File: src/rtl/btn_pkg.sv
// Shared definitions for the button event decoder: state encoding, timing
// defaults and a small constant helper used for counter sizing.
package btn_pkg;

    typedef logic [2:0] state_t;

    localparam state_t ST_IDLE     = 3'd0;
    localparam state_t ST_PRESS1   = 3'd1;
    localparam state_t ST_WAIT_GAP = 3'd2;
    localparam state_t ST_PRESS2   = 3'd3;
    localparam state_t ST_LONG     = 3'd4;

    localparam int unsigned LONG_CLOCKS_DEF = 32'd50_000_000;
    localparam int unsigned GAP_CLOCKS_DEF  = 32'd15_000_000;

    function automatic int unsigned max_u(input int unsigned a, input int unsigned b);
        if (a > b) begin
            max_u = a;
        end else begin
            max_u = b;
        end
    endfunction

endpackage

File: src/rtl/btn_event_decoder.sv
// Classifies a debounced button level into press/release/click/double/long
// pulses using a single FSM and one shared cycle counter.
module btn_event_decoder
    import btn_pkg::*;
#(
    parameter int unsigned LONG_CLOCKS = LONG_CLOCKS_DEF,
    parameter int unsigned GAP_CLOCKS  = GAP_CLOCKS_DEF
) (
    input  logic clk_i,
    input  logic rst_i,
    input  logic btn_i,
    output logic press_o,
    output logic release_o,
    output logic click_o,
    output logic double_o,
    output logic long_o,
    output logic held_o
);

    localparam int unsigned CNT_W = $clog2(max_u(LONG_CLOCKS, GAP_CLOCKS));
    localparam logic [CNT_W-1:0] LONG_LAST = CNT_W'(LONG_CLOCKS - 32'd1);
    localparam logic [CNT_W-1:0] GAP_LAST  = CNT_W'(GAP_CLOCKS - 32'd1);
    localparam logic [CNT_W-1:0] CNT_ZERO  = {CNT_W{1'b0}};
    localparam logic [CNT_W-1:0] CNT_ONE   = CNT_W'(32'd1);

    state_t           state_q, state_d;
    logic [CNT_W-1:0] cnt_q, cnt_d;
    logic             press_q, press_d;
    logic             release_q, release_d;
    logic             click_q, click_d;
    logic             double_q, double_d;
    logic             long_q, long_d;
    logic             held_q, held_d;

    // Next-state, counter and event decision for the current sample.
    always_comb begin
        state_d   = state_q;
        cnt_d     = cnt_q;
        press_d   = 1'b0;
        release_d = 1'b0;
        click_d   = 1'b0;
        double_d  = 1'b0;
        long_d    = 1'b0;
        case (state_q)
            ST_IDLE: begin
                cnt_d = CNT_ZERO;
                if (btn_i) begin
                    state_d = ST_PRESS1;
                    press_d = 1'b1;
                end else begin
                    state_d = ST_IDLE;
                end
            end
            ST_PRESS1: begin
                if (!btn_i) begin
                    state_d   = ST_WAIT_GAP;
                    cnt_d     = CNT_ZERO;
                    release_d = 1'b1;
                end else if (cnt_q == LONG_LAST) begin
                    state_d = ST_LONG;
                    cnt_d   = CNT_ZERO;
                    long_d  = 1'b1;
                end else begin
                    cnt_d = cnt_q + CNT_ONE;
                end
            end
            ST_WAIT_GAP: begin
                // A press on the expiry sample still counts as the second press.
                if (btn_i) begin
                    state_d = ST_PRESS2;
                    cnt_d   = CNT_ZERO;
                    press_d = 1'b1;
                end else if (cnt_q == GAP_LAST) begin
                    state_d = ST_IDLE;
                    cnt_d   = CNT_ZERO;
                    click_d = 1'b1;
                end else begin
                    cnt_d = cnt_q + CNT_ONE;
                end
            end
            ST_PRESS2: begin
                if (!btn_i) begin
                    state_d   = ST_IDLE;
                    cnt_d     = CNT_ZERO;
                    release_d = 1'b1;
                    double_d  = 1'b1;
                end else if (cnt_q == LONG_LAST) begin
                    state_d = ST_LONG;
                    cnt_d   = CNT_ZERO;
                    long_d  = 1'b1;
                end else begin
                    cnt_d = cnt_q + CNT_ONE;
                end
            end
            ST_LONG: begin
                cnt_d = CNT_ZERO;
                if (!btn_i) begin
                    state_d   = ST_IDLE;
                    release_d = 1'b1;
                end else begin
                    state_d = ST_LONG;
                end
            end
            default: begin
                state_d = ST_IDLE;
                cnt_d   = CNT_ZERO;
            end
        endcase
        held_d = (state_d == ST_PRESS1) || (state_d == ST_PRESS2) || (state_d == ST_LONG);
    end

    // State, counter and registered outputs.
    always_ff @(posedge clk_i or posedge rst_i) begin
        if (rst_i) begin
            state_q   <= ST_IDLE;
            cnt_q     <= CNT_ZERO;
            press_q   <= 1'b0;
            release_q <= 1'b0;
            click_q   <= 1'b0;
            double_q  <= 1'b0;
            long_q    <= 1'b0;
            held_q    <= 1'b0;
        end else begin
            state_q   <= state_d;
            cnt_q     <= cnt_d;
            press_q   <= press_d;
            release_q <= release_d;
            click_q   <= click_d;
            double_q  <= double_d;
            long_q    <= long_d;
            held_q    <= held_d;
        end
    end

    assign press_o   = press_q;
    assign release_o = release_q;
    assign click_o   = click_q;
    assign double_o  = double_q;
    assign long_o    = long_q;
    assign held_o    = held_q;

endmodule
File: config.mk
export PLATFORM = sky130hd
export DESIGN_NAME = btn_event_decoder
export DESIGN_NICKNAME = d
export VERILOG_FILES = /design/src/rtl/btn_pkg.sv /design/src/rtl/btn_event_decoder.sv
export SDC_FILE = /design/constraint.sdc
export NUM_CORES = 1
export LEC_CHECK = 0
export BUFFER_PORTS_ARGS = -buffer_cell sky130_fd_sc_hd__buf_2
export CORE_MARGIN = 4
export CORE_UTILIZATION = 50
export CTS_CLUSTER_DIAMETER = 150
export DETAILED_ROUTE_END_ITERATION = 16
export PLACE_DENSITY = 0.67
export SYNTH_ARGS = -nofsm -noshare
export SYNTH_HDL_FRONTEND = slang
export SYNTH_SLANG_ARGS = --single-unit
File: constraint.sdc
create_clock -name clk_i -period 2.5 [get_ports clk_i]
set_input_delay 0.5 -clock clk_i [delete_from_list [all_inputs] [get_ports clk_i]]
set_output_delay 0.5 -clock clk_i [all_outputs]
set_load 0.02 [all_outputs]
Word level (Yosys, flattened, before mapping):

Cells that the tools add are included.

* bits in registers: 35
* word-level logic and storage cells: 48
* output and inout bits: 6

* eq/ne operators: 9
* muxes and demuxes: 24
* reductions and logical operators: 6
* $add $sub $neg: 1

Operator list (count)
* $mux 26: 4
* $pmux 26 s2: 1
* $add 26x1->26 const B: 1
* $eq 26x24->1 const B: 1
* $eq 26x26->1 const B: 1
* $mux 3: 6
* $pmux 3 s5: 1
* $mux 1: 12
* $eq 3x2->1 const B: 3
* $eq 3x1->1 const B: 2
* $eq 3x3->1 const B: 2
* $reduce_or 2->1: 2
* $logic_not 3->1: 1
* $reduce_or 3->1: 1
* $logic_or 1x1->1: 2

Logic depth before layout (Yosys ltp):

Gate-level depths: netlist (run 1).

* word-level depth: 7
* gate-level depth with buffers: 7
* depth with buffers taken out: 5

Worst setup path after synthesis (run 1):

Ideal clock, no wire load.

* path kind: register -> register
* start point: register cnt_q[9]
* end point: register state_q[2]
* arrival time: 2008 ps
* path slack: 411 ps
* stages on the path, launching flop included: 6
* data required time: 2420 ps
* clock period less this slack: 2089 ps
* cells stage by stage: dfrtp_1 -> or4_1 -> or3_1 -> buf_6 -> or4_1 -> o22ai_2

* word-level cells in the longest chain between the ends: 4

Ends and longest elaborated chain
* from (decl): line btn_event_decoder.sv:27 `logic [CNT_W-1:0] cnt_q, cnt_d;`
* from (signal assigned): line btn_event_decoder.sv:125 `cnt_q <= cnt_d;`
* $eq 26x26->1 or $eq 26x24->1 (tied branches): line btn_event_decoder.sv:59, btn_event_decoder.sv:87, btn_event_decoder.sv:73
* $mux 3, on equally long branches: line btn_event_decoder.sv:59, btn_event_decoder.sv:87, btn_event_decoder.sv:73
* $mux 3, on equally long branches: line btn_event_decoder.sv:82, btn_event_decoder.sv:55, btn_event_decoder.sv:69
* $pmux 3 s5 *: line btn_event_decoder.sv:44 `case (state_q)`
* via state_d[2]: line btn_event_decoder.sv:26 `state_t state_q, state_d;`
* to (signal assigned): line btn_event_decoder.sv:124 `state_q <= state_d;`
* to (decl): line btn_event_decoder.sv:26

The timed path passes the listed nets; every way through them passes the cells marked *.

Final worst setup path (run 1):

Ends and elaborated chain as after synthesis.

==> results.md, run 1 <==
* Worst Path Required at 2.71 ns
* Crit-path slowest cell: or4_1
* Worst reg2reg startpoint: cnt_q[9]
* WP data arrival at 2.40 ns
* Initial Utilization at 51.8%
* Commonest non-fill, non-tap cell in the layout: dfrtp_1
* Layout cells sized above 1 at 11.7%
* Synth Area per Inst at 9.36 sq um
* CP max stage delay at 0.57 ns
* Final Slew Violations at 0
* Hold Path Class: in2async
* PD cells at 522 nW/um^2
* Maximum number of pins on one net before global-route repair at 36
* Postcts setup bufs at 0
* CTS tree: done
* Clk_lat worst skew at 0.29 ns
* Peak VDD IR at 0.248 mV
* Crit path top cell by count: or4_1
* CP Launch Type: flop
* Yosys cell types at 36
* Status: finished clean
* Yosys reg bits at 35
* # DRC at 0
* Via count at 1617
* ANT nets after route at 0
* Clk_skew at 0.00346 ns
* Top-area cell type share of the netlist area at 45.9%
* Post-route minimum period at 2.19 ns
* Syn_nets at 208
* Mapped Cells at 204
* Vias in the first global route at 1680
* Die area at 4870 sq um
* Maxcap violations at 0
* NumNets Final at 217
* # port buffers at 8
* Initial antenna violation count at 0
* Post-cts repair resize count at 0
* Area delta synth->final at 9.70%
* Slew headroom at 67.3%
* Initial DRC Count at 202
* Die W at 69.8 microns
* Crit path max fanout at 7
* Clock H-tree levels at 2
* Unrepaired setup endpoints after global routing: no
* Core Area at 3690 sq um
* Antenna diode count at 0
* Crit Reg-Reg Endpoint: state_q[2]
* I/O pins at 9
* Clock-pin slew on the worst setup and hold paths at 0.07 ns
* Final Hold Viols at 0
* Setup TNS at 0 ns
* Root Buffer: clkbuf_8
* DR vias/cell at 6.17
* Top cells by area, synth: dfrtp_1 46%, nand3_1 4.7%, nor3_1 4.7%, xnor2_1 4.6%, a211oi_1 4.3%
* Static Leakage at 0.789 nW
* CTS Hold Bufs at 0
* Area leader, netlist: dfrtp_1
* Fmax at 457 MHz
* Most frequent cells in the layout: 35 x dfrtp_1, 18 x nor3_1, 18 x nand3_1
* Clk sinks at 35
* Gr ovfl total at 0
* Register area share after synthesis at 45.9%
* TritonRoute pass-1 iters at 4
* RD Place Congestion at 0.893
* Routed WL at 4160 microns
* Crit path capture type: flop
* Least-Margin Pin Slew at 0.479 ns
* Reg2reg setup slack at 0.31 ns
* Die H at 69.8 microns
* Dpl hpwl at 2880 microns
* Critical path class: reg2reg
* Max clock buf depth at 2
* First-pass GRT wire length at 7600 microns
* Period utilization at 87.5%
* Synthesis warning total at 0
* CP cell instances: or4_1, or3_1, or4_1, o22ai_2
* Syn Std Cell Area at 1910 sq um
* Gr usage total at 19.6%
* FP Rows at 22
* DR WL/cell at 15.9 microns
* Cts bufs inserted at 5
* Setup violators final at 0
* Final Util at 56.8%
* Worst r2r path cells at 4
[synth_stat cells]
master     count
buf_4          2
nand4_1        4
ha_1           1
a211oi_1      11
nand2_1       15
and2_0         1
clkbuf_1       8
nand3_1       18
a311oi_1       1
inv_1          4
buf_6          1
a2111oi_0      1
a21oi_1        1
o31ai_1        6
and4b_1        1
nor2b_1        3
dfrtp_1       35
nand2b_1       2
nor4_1         6
a21o_1         1
buf_1          1
o22ai_2        1
a221oi_1       1
nor3_1        18
or4_1         10
xor2_1         3
nor3_2         1
and3_1         6
and4_2         1
nor2_1         9
a211oi_4       1
xnor2_1       10
or3_1          9
nor3b_1        3
and2_1         1
o21ai_0        7
[registers in the layout, indices dropped and copies added (netlist names)]
name       cells
long_o         1
click_o        1
state_q        3
held_o         1
release_o      1
double_o       1
press_o        1
cnt_q         26
[critical path, delay by kind of cell (launching register included)]
kind / cells / cell delay (ns)
AOI/OAI and AO/OA: 1 / 0.12
DFF: 1 / 0.45
and+or+nand+nor: 3 / 1.55
[where the power goes]
group / switching (mW) / internal [mW]
clock: 0.193 / 0.251
combinational: 0.0431 / 0.0199
sequential: 0.0107 / 0.576
[logic make-up after synthesis]
kind of cell,after synthesis,synth area share (%)
buf+inv,16,3.93
simple gates,108,31.3
fa+ha+maj,1,0.655
xor+xnor,13,5.96
compound gates,31,12.3
flops,35,45.9
[area by class of cell]
class                      count  area [sq um]
sequential                    35           876
clock buffer                   8           100
fill                         353          1590
multi-input combinational    153           958
timing repair buffer          14          85.1
tap                           48          60.1
inverter                       4          15.0
[worst max path at each step]
stage,startpoint,endpoint,slack (ns),cells after the start
floorplan,cnt_q[9],state_q[2],0.41,5
global placement,cnt_q[9],state_q[2],0.37,4
finish,cnt_q[9],state_q[2],0.31,4
detailed placement,cnt_q[9],state_q[2],0.34,4
CTS,cnt_q[9],state_q[2],0.31,4
global route,cnt_q[0],cnt_q[22],0.14,5
[routing by layer]
layer,track usage [%],part of all wire (%),wire [microns]
met1,23.9,46,1900
met2,31.5,48,2000
met3,4.49,3.5,145
met4,11.3,2.8,115
met5,0,0,0
[per-stage QoR]
step	setup slack, ns	std cells	power (mW)	area [sq um]	hold WS [ns]
floorplan	0.411	204	0.642	1910	0.462
global placement	0.371	254	0.659	1990	0.478
detailed placement	0.337	254	0.662	1990	0.511
CTS	0.312	262	1.12	2090	0.309
global route	0.139	262	1.15	2090	0.332
finish	0.311	262	1.09	2090	0.297
No activity file was read; power rests on OpenSTA's default activity.
==> run 2, diff against run 1 <==
--- a/config.mk
+++ b/config.mk
@@ -11,5 +11,5 @@
 export CTS_CLUSTER_DIAMETER = 150
 export DETAILED_ROUTE_END_ITERATION = 16
-export PLACE_DENSITY = 0.67
+export PLACE_DENSITY = 0.69
 export SYNTH_ARGS = -nofsm -noshare
 export SYNTH_HDL_FRONTEND = slang
==> constraint.sdc (replaced) <==
create_clock -name clk_i -period 2.5 [get_ports clk_i]
set_input_delay 0 -clock clk_i [delete_from_list [all_inputs] [get_ports clk_i]]
set_output_delay 0 -clock clk_i [all_outputs]
set_load 0.05 [all_outputs]
==> results.md, run 2 (synthesized netlist as in run 1, its figures left out) <==
* Status: finished clean
* Post-route minimum period at 2.21 ns (+0.0180 ns)
* Critical path class: reg2reg
* Worst Path Required at 2.70 ns (about the same)
* Final Util at 56.7% (-0.10 points)
* Die area at 4870 sq um (unchanged)
* Hold Path Class: in2reg
* Worst r2r path cells at 4 (unchanged)
* FP Rows at 22 (unchanged)
* Initial Utilization at 51.8% (unchanged)
* CP max stage delay at 0.58 ns (about the same)
* WHS Endpoint: release_o
* Final Hold Viols at 0 (unchanged)
* NumNets Final at 217 (unchanged)
* Clk sinks at 35 (unchanged)
* Root Buffer: clkbuf_8
* Initial antenna violation count at 0 (unchanged)
* WP data arrival at 2.41 ns (about the same)
* Slew headroom at 56.6% (-11 points)
* Gr ovfl total at 0 (unchanged)
* CTS tree: done
* Clk_skew at 0.00404 ns (+0.000579 ns)
* Core Area at 3690 sq um (unchanged)
* Peak VDD IR at 0.390 mV (+57%)
* Setup TNS at 0 ns (unchanged)
* Area delta synth->final at 9.50%
* TritonRoute pass-1 iters at 4 (unchanged)
* Crit path max fanout at 7 (unchanged)
* Post-cts repair resize count at 0 (unchanged)
* Crit Reg-Reg Endpoint: state_q[2]
* Top Registers: cnt_q (26), state_q (3)
* Largest reg by FF count: cnt_q
* CP cell instances: or4_1, or3_1, or4_1, o22ai_2
* Cts bufs inserted at 5 (unchanged)
* Fillers at 343 (-2.8%)
* Vias in the first global route at 1602 (-4.6%)
* First-pass GRT wire length at 7270 microns (-4.4%)
* Die H at 69.8 microns (unchanged)
* ANT nets after route at 0 (unchanged)
* Max clock buf depth at 2 (unchanged)
* Crit path top cell by count: or4_1
* Routed WL at 4160 microns (about the same)
* Maxcap violations at 0 (unchanged)
* Maximum number of pins on one net before global-route repair at 27 (-25%)
* Commonest non-fill, non-tap cell in the layout: dfrtp_1
* Setup violators final at 0 (unchanged)
* Crit-path slowest cell: or4_1
* Register Area at 876 sq um (unchanged)
* DR WL/cell at 15.9 microns (about the same)
* Worst Hold Launch: btn_i
* Layout cells sized above 1 at 10.7% (-0.93 points)
* Postcts setup bufs at 0 (unchanged)
* Period utilization at 88.3% (+0.72 points)
* I/O pins at 9 (unchanged)
* Antenna diode count at 0 (unchanged)
* Multi-input gate area at 958 sq um (unchanged)
* Clk_lat worst skew at 0.28 ns (about the same)
* PD cells at 500 nW/um^2 (-4.2%)
* PnR worst setup slack at 0.293 ns (-0.0180 ns)
* Gr usage total at 18.3% (-1.3 points)
* RD Place Congestion at 0.940 (+5.3%)
* Cell depth of the worst hold path at 2
* Least-Margin Pin Slew at 0.650 ns (+0.172 ns)
* Die W at 69.8 microns (unchanged)
* Pre-CTS WS at 0.323 ns (-0.0137 ns)
* Initial DRC Count at 147 (-27%)
* Unrepaired setup endpoints after global routing: no
* Worst reg2reg startpoint: cnt_q[9]
* CP Launch Type: flop
* Most frequent cells in the layout: 35 x dfrtp_1, 18 x nor3_1, 18 x nand3_1
* Reg2reg setup slack at 0.29 ns (-0.02 ns)
* Static Leakage at 0.781 nW (-1.0%)
* Via count at 1609 (-0.49%)
* Clock H-tree levels at 2 (unchanged)
* Clock-pin slew on the worst setup and hold paths at 0.07 ns (about the same)
* # DRC at 0 (unchanged)
* Max FFs per register at 26 (unchanged)
* Power Total at 1.05 mW (-4.4%)
* # port buffers at 8 (unchanged)
* Dpl hpwl at 3020 microns (+4.8%)
* Final Slew Violations at 0 (unchanged)
* Fmax at 453 MHz (-0.81%)
* DR vias/cell at 6.14 (-0.49%)
* Crit path capture type: flop
run 2: cell types whose count changed in the layout (fill, tap and decap cells not counted), sizes merged:
cell         change
clkinv           +1
dlygate4sd3      +1
buf              -1
clkbuf           -1
run 2: metal layers:
metal / wire, microns / GRT usage [%]
met1: 1860 / 22.8
met2: 2010 / 31.3
met3: 222 / 4.06
met4: 65 / 5.96
met5: 0 / 0
run 2: worst max-delay path by stage:
stage	from	to	slack [ns]	cells after the start
2_1_floorplan	cnt_q[9]	state_q[2]	0.41	5
3_3_place_gp	cnt_q[9]	state_q[2]	0.37	4
3_5_place_dp	cnt_q[9]	state_q[2]	0.32	4
4_1_cts	cnt_q[9]	state_q[2]	0.31	4
5_1_grt	cnt_q[0]	cnt_q[22]	0.15	5
6_report	cnt_q[9]	state_q[2]	0.29	4
run 2: cell type report:
class,count,area share [%]
tap,48,2.87
clock buffer,7,3.65
timing repair buffer,14,4.79
clock inverter,1,0.239
sequential,35,41.9
inverter,4,0.718
multi-input combinational,153,45.8
run 2: critical path: cells and delay by family, from the launching register on:
family / cells / cell delay (ns)
simple gates: 3 / 1.54
flops: 1 / 0.45
compound gates: 1 / 0.13
run 2: per-stage QoR:
step	hold WS, ns	std cells	area [sq um]
final	0.0170	262	2090
after global routing	0.0440	262	2090
after CTS	0.0113	262	2090
after detailed placement	0.111	253	2000
after global placement	0.105	253	2000
after floorplan	0.154	204	1910
run 2: repair_timing:
item | 4_1_cts | 5_1_grt
setup endpoints to repair | 0 | 0
hold buffers | 1 | 0
hold endpoints to repair | 16 | 0
run 2: power by group:
group | switching (mW) | internal [mW]
combinational | 0.0515 | 0.0207
sequential | 0.0106 | 0.576
clock | 0.191 | 0.195
